<file path="config.mk">
export PLATFORM = sky130hd
export DESIGN_NAME = huffman_stream_unpacker
export DESIGN_NICKNAME = d
export VERILOG_FILES = /design/src/rtl/huffman_stream_unpacker.sv
export SDC_FILE = /design/constraint.sdc
export NUM_CORES = 1
export LEC_CHECK = 0
export ABC_AREA = 1
export ABC_CLOCK_PERIOD_IN_PS = 3600
export CORE_MARGIN = 8
export CORE_UTILIZATION = 55
export CTS_BUF_LIST = sky130_fd_sc_hd__clkbuf_8
export CTS_CLUSTER_DIAMETER = 30
export DETAILED_ROUTE_END_ITERATION = 10
export GPL_TIMING_DRIVEN = 0
export PLACE_DENSITY = 0.77
export SYNTH_ARGS = -nofsm -noshare
export SYNTH_HDL_FRONTEND = slang
export SYNTH_SLANG_ARGS = --single-unit
</file>
<file path="constraint.sdc">
create_clock -name clk -period 3.6 [get_ports clk]
set_input_delay 0.72 -clock clk [delete_from_list [all_inputs] [get_ports clk]]
set_output_delay 0.72 -clock clk [all_outputs]
set_load 0.005 [all_outputs]
</file>
<file path="src/rtl/huffman_stream_unpacker.sv">
// Bit-buffer front end for a Huffman decoder: unpacks MSB-first framed words and
// exposes a CODE_W-bit peek window that the decoder drains by a variable amount each cycle.
module huffman_stream_unpacker #(
  parameter  int WORD_W = 32,
  parameter  int CODE_W = 16,
  parameter  int BUF_W  = 2*WORD_W,
  localparam int CNT_W  = $clog2(BUF_W+1),
  localparam int LEN_W  = $clog2(CODE_W+1)
) (
  input  logic              clk,
  input  logic              rst,
  input  logic [WORD_W-1:0] in_data,
  input  logic              in_valid,
  input  logic              in_sop,
  input  logic              in_eop,
  output logic              in_ready,
  output logic [CODE_W-1:0] win_data,
  output logic              win_valid,
  output logic [CNT_W-1:0]  bit_count,
  input  logic              consume_en,
  input  logic [LEN_W-1:0]  consume_len,
  output logic              frame_active,
  output logic              frame_first,
  input  logic              flush,
  output logic              err
);

  typedef enum logic [1:0] {IDLE, RUN, TAIL} state_e;

  state_e             state_q, state_d;
  logic [BUF_W-1:0]   buf_q, buf_d;
  logic [CNT_W-1:0]   cnt_q, cnt_d;
  logic               first_q, first_d;
  logic               err_q, err_d;

  logic               load;
  logic               honour;
  logic               over;
  logic [CNT_W-1:0]   len_ext;
  logic [BUF_W-1:0]   shifted;
  logic [CNT_W-1:0]   cnt_after;
  logic [BUF_W-1:0]   word_ext;

  assign len_ext  = {{(CNT_W-LEN_W){1'b0}}, consume_len};
  assign word_ext = {in_data, {(BUF_W-WORD_W){1'b0}}};
  assign load     = in_valid & in_ready & ((state_q == IDLE & in_sop) | state_q == RUN);
  assign honour   = consume_en & win_valid & (consume_len != '0);
  assign over     = honour & (len_ext > cnt_q);

  // NOTE: the bit buffer is an ordinary register, not a RAM, so it is reset like any other state.
  // NOTE: sequential state uses non-blocking assignments so every register samples pre-edge values.
  always_ff @(posedge clk or posedge rst) begin
    if (rst) begin
      state_q <= IDLE;
      buf_q   <= '0;
      cnt_q   <= '0;
      first_q <= 1'b0;
      err_q   <= 1'b0;
    end else begin
      state_q <= state_d;
      buf_q   <= buf_d;
      cnt_q   <= cnt_d;
      first_q <= first_d;
      err_q   <= err_d;
    end
  end

  // Buffer bits below cnt_q are always zero, so a new word can simply be OR-ed in after the shift.
  always_comb begin
    // NOTE: every comb output gets a default first so no path can infer a latch.
    shifted   = buf_q;
    cnt_after = cnt_q;
    first_d   = first_q;
    err_d     = err_q;
    if (honour) begin
      first_d = 1'b0;
      if (over) begin
        err_d     = 1'b1;
        shifted   = '0;
        cnt_after = '0;
      end else begin
        shifted   = buf_q << len_ext;
        cnt_after = cnt_q - len_ext;
      end
    end
    buf_d = shifted;
    cnt_d = cnt_after;
    if (load) begin
      buf_d = shifted | (word_ext >> cnt_after);
      cnt_d = cnt_after + CNT_W'(WORD_W);
      if (state_q == IDLE) first_d = 1'b1;
    end
    if (flush) begin
      buf_d   = '0;
      cnt_d   = '0;
      first_d = 1'b0;
    end
  end

  always_comb begin
    state_d = state_q;
    unique case (state_q)
      IDLE: if (load) state_d = in_eop ? TAIL : RUN;
      RUN:  if (load && in_eop) state_d = TAIL;
      TAIL: if (cnt_q == '0) state_d = IDLE;
      default: state_d = IDLE;
    endcase
    if (flush) state_d = IDLE;
  end

  always_comb begin
    unique case (state_q)
      IDLE:    in_ready = 1'b1;
      RUN:     in_ready = (cnt_q <= CNT_W'(BUF_W-WORD_W));
      default: in_ready = 1'b0;
    endcase
    frame_active = (state_q != IDLE);
    frame_first  = first_q;
    err          = err_q;
    bit_count    = cnt_q;
    win_valid    = (cnt_q >= CNT_W'(CODE_W)) | (state_q == TAIL && cnt_q != '0);
    // Positions past the valid count read as padding ones.
    for (int i = 0; i < CODE_W; i++) begin
      win_data[CODE_W-1-i] = (CNT_W'(i) < cnt_q) ? buf_q[BUF_W-1-i] : 1'b1;
    end
  end

endmodule

</file>
**Word-level counts from Yosys, hierarchy flattened**

Index checks and enable logic that the tools add are counted.

- Register bits: 75
- Bits of input ports: 44
- Output and inout bits: 28
- Logic and storage cells: 86

- Add/sub/neg operators: 2
- Order comparisons: 19
- Eq/ne operators: 5
- Shift operators: 2
- Muxes and demuxes: 35
- Bitwise logic cells: 9
- Reductions and logical operators: 9

Operators with widths:

| kind | count |
|---|---|
| 2-to-1 mux 64 bit | 4 |
| bitwise OR 64 bit | 1 |
| left shift 64 x 5 -> 64 bit | 1 |
| right shift 64 x 7 -> 64 bit | 1 |
| less-than comparator 4 x 7 -> 1 bit, first input constant | 8 |
| less-than comparator 3 x 7 -> 1 bit, first input constant | 4 |
| 2-to-1 mux 7 bit | 4 |
| 2-to-1 mux 1 bit | 20 |
| less-than comparator 1 x 7 -> 1 bit, first input constant | 2 |
| less-than comparator 2 x 7 -> 1 bit, first input constant | 2 |
| 2-to-1 mux 2 bit | 5 |
| adder 7 x 6 -> 7 bit, second input constant | 1 |
| greater-or-equal comparator 7 x 5 -> 1 bit, second input constant | 1 |
| > comparator 5 x 7 -> 1 bit | 1 |
| <= comparator 7 x 6 -> 1 bit, second input constant | 1 |
| logical NOT 7 bit | 1 |
| nonzero test 7 bit | 1 |
| subtractor 7 x 5 -> 7 bit | 1 |
| AND 1 bit | 6 |
| inequality test 3 bit, second input constant | 2 |
| one-hot mux 2 bit (3 select lines) | 1 |
| nonzero test 5 bit | 1 |
| inequality test 3 x 2 -> 1 bit, second input constant | 1 |
| AND reduction 3 bit | 1 |
| 8 further kinds | 10 |

**Logic depth before layout (Yosys ltp)**

Gate-level depths: netlist (run 1).

- Depth in word-level cells: 12
- Gate-level depth with buffers: 23
- Mapped depth without buffers: 20

**Least setup slack after synthesis (run 1)**

Ideal clock, no wire load.

- Kind: input to register
- Start point: input port consume_len[1]
- End point: register buf_q[10]
- Setup time: 136 ps
- Arrival: 3398 ps
- Data required time: 3464 ps
- Path slack: 66 ps
- Stages: 21
- Buffers on the path: 5
- Cells stage by stage: buf_4 inv_1 clkbuf_1 clkbuf_1 ha_1 nand3_1 nand2_1 nand2_1 nand2_1 inv_1 nor2_4 buf_6 nand3_2 o21ai_2 inv_2 clkbuf_1 nand3_1 nand3_1 nand3_1 nand2_1 a21oi_1

- Word-level cells in the longest chain between the ends: 9
- Elaborated cells on any way between the ends: 14
- Classes of those cells: 1 x add/sub; 1 x order compare; 2 x shift; 6 x mux; 3 x bitwise; 1 x reduce/logical

RTL lines:

| item | line | source |
|---|---|---|
| start: declaration | 21 | `input logic [LEN_W-1:0] consume_len,` |
| branches (longest 7 deep; another with > comparator 5 x 7 -> 1 bit) | - |  |
| 2-to-1 mux 64 bit (*) | 88 | `if (load) begin` |
| 2-to-1 mux 64 bit (*) | 93 | `if (flush) begin` |
| net buf_d[10] | 31 | `logic [BUF_W-1:0] buf_q, buf_d;` |
| end signal: assignment | 61 | `buf_q <= buf_d;` |
| end: declaration | 31 |  |

Mark *: on every way through the listed nets, which the timed path passes.
A chain may end at the register's enable or synchronous reset.

**Final worst setup path (run 1)**

- Start point: input port consume_len[3]
- End point: register buf_q[55]

The elaborated chain is that of the path after synthesis.

==> results of run 1 <==
## synthesized netlist by cell type, types with 13 or more instances
cell type	number
a21oi_1	97
buf_1	13
buf_2	34
clkbuf_1	70
dfrtp_1	75
inv_1	117
mux2i_1	56
nand2_1	474
nand3_1	371
nand4_1	15
nor2_1	65
nor3_1	13
o21ai_0	192
## final cells by class
| type | count | area [µm²] | area share (%) |
|---|---|---|---|
| Clock buffer | 9 | 123.9 | 1.067 |
| Inverter | 130 | 508.0 | 4.376 |
| Sequential cell | 75 | 1877 | 16.17 |
| Timing Repair Buffer | 87 | 833.3 | 7.178 |
| Clock inverter | 7 | 75.07 | 0.6467 |
| Buffer | 128 | 738.2 | 6.359 |
| Multi-Input combinational cell | 1379 | 7172 | 61.78 |
| Tap cell | 225 | 281.5 | 2.425 |
## flip-flops by register name, indices dropped and copies added, names as in the netlist
register,flops
bit_count,7
frame_first,1
state_q,2
buf_q,64
err,1
## kinds of logic (layout without fill, tap and decap cells)
| group | after synthesis | in the layout | synth area share (%) |
|---|---|---|---|
| compound gates | 344 | 344 | 18.81 |
| buf+inv | 260 | 361 | 11.19 |
| mux | 56 | 56 | 5.730 |
| flops | 75 | 75 | 19.18 |
| xor+xnor | 1 | 1 | 0.08954 |
| simple gates | 972 | 972 | 44.15 |
| fa+ha+maj | 6 | 6 | 0.8441 |
## power groups by stage
| stage | clock [W] | combinational [W] | sequential (W) |
|---|---|---|---|
| final | 0.000682 | 0.00410 | 0.00112 |
| after global routing | 0.000713 | 0.00432 | 0.00113 |
| after CTS | 0.000670 | 0.00371 | 0.00111 |
| after detailed placement | 0 | 0.00359 | 0.00112 |
| after global placement | 0 | 0.00354 | 0.00111 |
| after floorplan | 0 | 0.00232 | 0.00108 |
## placed cells by master (no fill, tap or decap), types with 6 or more instances in the layout
master,n
buf_6,10
a21oi_1,94
inv_1,113
o211ai_1,7
nand3_1,326
mux2i_1,56
nor2_1,63
nor3_1,13
clkbuf_4,7
o21a_1,11
buf_2,15
buf_4,32
clkdlybuf4s50_1,67
dfrtp_1,75
nand2_1,465
nor2_2,9
nand3_2,47
buf_1,11
clkbuf_1,59
o21ai_1,9
o21ai_0,191
clkbuf_8,11
nand2_2,9
nand2_4,6
nand4_1,15
inv_2,11
a31oi_1,8
## worst max-delay path by stage
stage | endpoint | cells past startpoint | from | slack, ns
finish | buf_q[55]$_DFF_PP0_ | 18 | consume_len[3] | 0.06
floorplan | buf_q[10]$_DFF_PP0_ | 21 | consume_len[1] | 0.07
CTS | buf_q[25]$_DFF_PP0_ | 19 | consume_len[1] | 0.03
global placement | buf_q[17]$_DFF_PP0_ | 21 | consume_len[2] | -1.46
detailed placement | buf_q[25]$_DFF_PP0_ | 20 | consume_len[2] | -1.52
global route | buf_q[29]$_DFF_PP0_ | 20 | consume_len[3] | -0.07
## layer usage
metal / track usage (%) / vias to the layer above / part of all wire, % / wire length, µm
met5: 0 / - / 0 / 0
met4: 30.59 / 0 / 9.2 / 4252
met3: 7.888 / 273 / 11 / 5013
met2: 62.32 / 1096 / 43 / 20000
met1: 47.98 / 6016 / 37 / 17000
li1: - / 6004 / - / -
## through the flow
stage	instance area, µm²	std cells	setup WS [ns]	utilization, %	TNS (ns)
final	11610	2040	0.05505	66.88	0
after global routing	11610	2040	-0.06743	66.88	-0.4197
after CTS	11210	2029	0.02792	64.61	0
after detailed placement	10770	2009	-1.521	62.04	-91.62
after global placement	10770	2009	-1.459	62.02	-93.62
after floorplan	9783	1714	0.06607	-	0
## timing repair
action,4_1_cts,5_1_grt
resized for setup,58,85
pin swaps,5,14
buffers inserted,6,11
endpoints found under the setup margin,71,64
## worst max-delay path: cells and delay by family
family	cells	cell delay [ns]
buffers and inverters	4	1.02
adder cells (fa/ha/maj)	1	0.30
AO/OA/AOI/OAI	1	0.16
AND/OR/NAND/NOR	12	1.64
==> impl_metrics.tcl, run 1 <==
set metrics [dict create \
    yosysTopAreaCell "dfrtp_1" \
    num_rows 48 \
    clk_path_buf_depth 2 \
    nNetsFinal 1860 \
    synth_nets 1764 \
    cp.required_ns 3.92 \
    dr.pass1.iters 8 \
    yosys_warnings 0 \
    r2r_end "buf_q[11]$_DFF_PP0_" \
    first_global_vias 12420 \
    hold_slack_ns 0.4873 \
    place_congestion 1.116 \
    numPortBuffers 70 \
    power_density_nw_per_um2 507.7 \
    crit_fanout 10 \
    slowest_delay_ns 0.56 \
    syn_area_um2 9783 \
    max_cap_violations 0 \
    swShare_pct 54.60 \
    hold_buffers 0 \
    min_from "err$_DFFE_PP0P_" \
    root_buffer "clkbuf_8" \
    worstReg2RegStart "bit_count[0]$_DFF_PP0_" \
    grt_max_degree 76 \
    routed_wl_mm 46.26 \
    worstHoldPathType "reg2reg" \
    path_cells "clkdlybuf4s50_1 > inv_4 > buf_6 > ha_4 > nand2_1 > nor2_1 > nand2_1 > nand2_4 > nand3_4 > nand2_8 > buf_6 > nand2_1 > nand3_1 > nand3_1 > nand3_1 > nand3_1 > nor2_1 > o21a_1" \
    grt_use_total_pct 40.02 \
    grt_overflow_total 0 \
    vias 13390 \
    yosysTopAreaCellShare_pct 19.18 \
    synth_enable_flop_cells 0 \
    wl_per_cell_um 22.68 \
    finalPower_w 0.005894 \
    finClkSkew_ns 0.01735 \
    syn_to_final_growth_pct 18.66 \
    cts.reportedPaths.clkPinSlew_ns 0.10 \
    post-route-period-util_pct 98.47 \
    synth_async_sr_flop_share_pct 100.0 \
    vias_per_cell 6.563 \
    die-area_um2 22310 \
    antenna_found_initial 0 \
    worst_pin_slew_ns 0.9160 \
    cpMaxStageDelayCell "clkdlybuf4s50_1" \
    initial_core_util_pct 56.37 \
    clock-sinks 75 \
    ys_types 44 \
    relSlewSlack_pct 38.93 \
    reg2reg_depth 20 \
    p_seq_share_pct 18.9 \
    synth_top_flop_cell "dfrtp_1" \
    slew_violations 0 \
    ys_top_cells_by_area "dfrtp_1 (19%), nand3_1 (19%), nand2_1 (18%)" \
    p_sw_w 0.003218 \
    cts_buffers 9 \
    ctsHtreeMaxLevel 3 \
    synth_seq_area_share_pct 19.18 \
    hpwl_mm 37.34 \
    min_to "err$_DFFE_PP0P_" \
    die_h_um 149.4 \
    dr.first_iter.drc_count 1773 \
    min_delay_path_depth 2 \
    fillers 1607 \
    end_kind "flop" \
    cp_common_cell "nand3_1" \
    ios 72 \
    synth-seq-cells 75 \
    pwr-share-clk_pct 11.6 \
    cp-start-kind "input pin" \
    die_w_um 149.4 \
    irDropWorstVdd_mv 0.5395 \
    reg2reg_slack_ns 0.39 \
    drc 0 \
    n_antenna_cell 0 \
    max_freq_ghz 0.2821 \
    p_leak_nw 5.045 \
    postRouteAntennaNets 0 \
    comb_power_share_pct 69.5 \
    syn_inst 1714 \
    status "completed" \
    grt_pass1_wl_mm 68.98 \
    finalSetupViolations 0 \
    finalCriticalPeriod_ns 3.545 \
    syn_area_per_cell_um2 5.708 \
    criticalPathCategory "in2reg" \
    drive_above_1_share_pct 11.13 \
    clock_latency_ns 0.38 \
    cts_tree "built" \
    power.internal_w 0.002676 \
    core-area_um2 17360 \
    hold_viol 0 \
    crit_arrival_ns 3.87 \
]
(Power assumes the default switching activity.)
==> run 2, diff against run 1 <==
ABC_CLOCK_PERIOD_IN_PS = 4050   (was 3600)
clock period = 4.05 ns   (was 3.6 ns; I/O delays follow)
==> run 2 against run 1 <==
Net effect:
- worst setup slack improved by 0.028 ns
- highest routed layer unchanged
- clock skew about the same
- largest cell class unchanged
- critical endpoint is now buf_q[57]$_DFF_PP0_
- via count decreased by 2.1%
==> impl_metrics.tcl, run 2 (same netlist as run 1, synthesis figures left out) <==
set metrics [dict create \
    hold_slack_ns 0.4803 \
    hold_viol 0 \
    drc 0 \
    die_h_um 149.4 \
    final_common_cell "nand2_1" \
    top_usage_layer "met2" \
    reg2reg_depth 19 \
    fillers 1704 \
    placed_area_um2 10770 \
    cp.required_ns 4.37 \
    max_cap_violations 0 \
    clock_latency_ns 0.37 \
    r2r_end "buf_q[6]$_DFF_PP0_" \
    irDropWorstVdd_mv 0.4488 \
    min_delay_path_depth 2 \
    cts.reportedPaths.clkPinSlew_ns 0.10 \
    post-route-period-util_pct 97.94 \
    grt_use_met2_pct 62.21 \
    drive_above_1_share_pct 7.286 \
    hpwl_mm 37.34 \
    dr.pass1.iters 8 \
    setup_tns_ns 0 \
    wl_per_cell_um 22.38 \
    n_antenna_cell 0 \
    grt_max_degree 76 \
    regArea_um2 1877 \
    slowest_delay_ns 0.55 \
    fin_area_um2 11090 \
    antenna_found_initial 0 \
    cp_common_cell "buf_4" \
    routed_wl_mm 45.28 \
    min_from "err$_DFFE_PP0P_" \
    cp-start-kind "input pin" \
    path_cells "clkdlybuf4s50_1 > inv_4 > buf_4 > ha_1 > a21oi_1 > nand2_1 > inv_1 > nand2_4 > inv_1 > nand2_1 > nand3_2 > buf_4 > buf_6 > nand3_1 > nand3_1 > nand4_1 > buf_4 > nor2_1 > o21a_1" \
    worstReg2RegStart "bit_count[0]$_DFF_PP0_" \
    grt_overflow_total 0 \
    multi_input_area_um2 6893 \
    syn_to_final_growth_pct 13.36 \
    num_rows 48 \
    grtUsageMet3_pct 7.888 \
    crit_arrival_ns 4.29 \
    numPortBuffers 70 \
    nNetsFinal 1843 \
    power_density_nw_per_um2 451.6 \
    p_leak_nw 4.818 \
    met1_usage_pct 47.41 \
    vias 13110 \
    max_freq_ghz 0.2521 \
    grt_use_total_pct 39.59 \
    ios 72 \
    dr.first_iter.drc_count 1859 \
    cts_tree "built" \
    status "completed" \
    core-area_um2 17360 \
    min_to "err$_DFFE_PP0P_" \
    relSlewSlack_pct 39.17 \
    cpMaxStageDelayCell "clkdlybuf4s50_1" \
    worst_pin_slew_ns 0.9124 \
    cts_buffers 9 \
    postRouteAntennaNets 0 \
    largest_reg_flops 64 \
    clk_path_buf_depth 2 \
    largest_register "buf_q" \
    criticalPathCategory "in2reg" \
    place_congestion 1.116 \
    die-area_um2 22310 \
    vias_per_cell 6.482 \
    final_cell_mix "nand2_1 (471), nand3_1 (363), o21ai_0 (191)" \
    end_kind "flop" \
    finalSetupViolations 0 \
    reg2reg_slack_ns 0.83 \
    crit_fanout 13 \
    clock-sinks 75 \
    ctsHtreeMaxLevel 3 \
    die_w_um 149.4 \
    grt_pass1_wl_mm 68.25 \
    first_global_vias 12270 \
    root_buffer "clkbuf_8" \
    initial_core_util_pct 56.37 \
    slew_violations 0 \
    finClkSkew_ns 0.01707 \
    worstHoldPathType "reg2reg" \
    finalCriticalPeriod_ns 3.966 \
]
-- run 2: cell count changes in the layout (fill, tap and decap cells not counted), moves of 5 or more --
cell and delta:
nand3_1 +37, buf_2 +14, buf_8 -5, buf_4 -21
nand3_2 -36, nand2_1 +6
-- run 2: where the power goes --
group	switching, W	internal, W	total [W]	leakage [nW]
logic	0.00232	0.00109	0.00341	3.70
registers	0.000110	0.000881	0.000991	1.02
clock network	0.000315	0.000289	0.000603	0.0981
total	0.00275	0.00226	0.00501	4.82
-- run 2: worst max path at each step --
stage                     endpoint  slack [ns]  depth (start not counted)           start
2_1_floorplan  buf_q[10]$_DFF_PP0_        0.43                         21  consume_len[1]
3_3_place_gp   buf_q[17]$_DFF_PP0_       -1.10                         21  consume_len[2]
3_5_place_dp   buf_q[25]$_DFF_PP0_       -1.16                         20  consume_len[2]
4_1_cts         buf_q[9]$_DFF_PP0_        0.04                         18  consume_len[2]
5_1_grt        buf_q[10]$_DFF_PP0_       -0.01                         20  consume_len[2]
6_report       buf_q[57]$_DFF_PP0_        0.08                         19  consume_len[4]
-- run 2: per-stage QoR --
step | util [%] | setup WS (ns) | power [W] | instances
floorplan | - | 0.4261 | 0.003027 | 1714
global placement | 62.02 | -1.099 | 0.004135 | 2009
detailed placement | 62.04 | -1.161 | 0.004189 | 2009
CTS | 63.31 | 0.03968 | 0.004794 | 2022
global route | 63.90 | -0.01357 | 0.005256 | 2023
finish | 63.90 | 0.08355 | 0.005009 | 2023
-- run 2: metal layers --
| metal | vias to the layer above | share of wire, % |
|---|---|---|
| met2 | 978 | 44 |
| li1 | 5963 | - |
| met3 | 238 | 11 |
| met1 | 5934 | 37 |
| met4 | 0 | 8.3 |
| met5 | - | 0 |
-- run 2: what timing repair did --
action / in CTS / in global routing
hold buffers: 0 / 0
hold endpoints to repair: 0 / 0
setup buffers: 1 / 1
pin swaps: 0 / 2
resized for setup: 11 / 31
setup endpoints to repair: 68 / 58
-- run 2: critical path: cells and delay by family --
family | cells | cell delay, ns
simple gates | 8 | 1.11
compound gates | 2 | 0.33
fa+ha+maj | 1 | 0.34
buf+inv | 8 | 1.70
-- run 2: cell type report --
cell class                      instances  share of cell area, %
Multi-Input combinational cell       1379                  62.15
Clock inverter                          7                 0.6769
Timing Repair Buffer                   72                  6.476
Buffer                                126                  5.573
Clock buffer                            9                  1.117
Inverter                              130                  4.546
Tap cell                              225                  2.538
Sequential cell                        75                  16.92
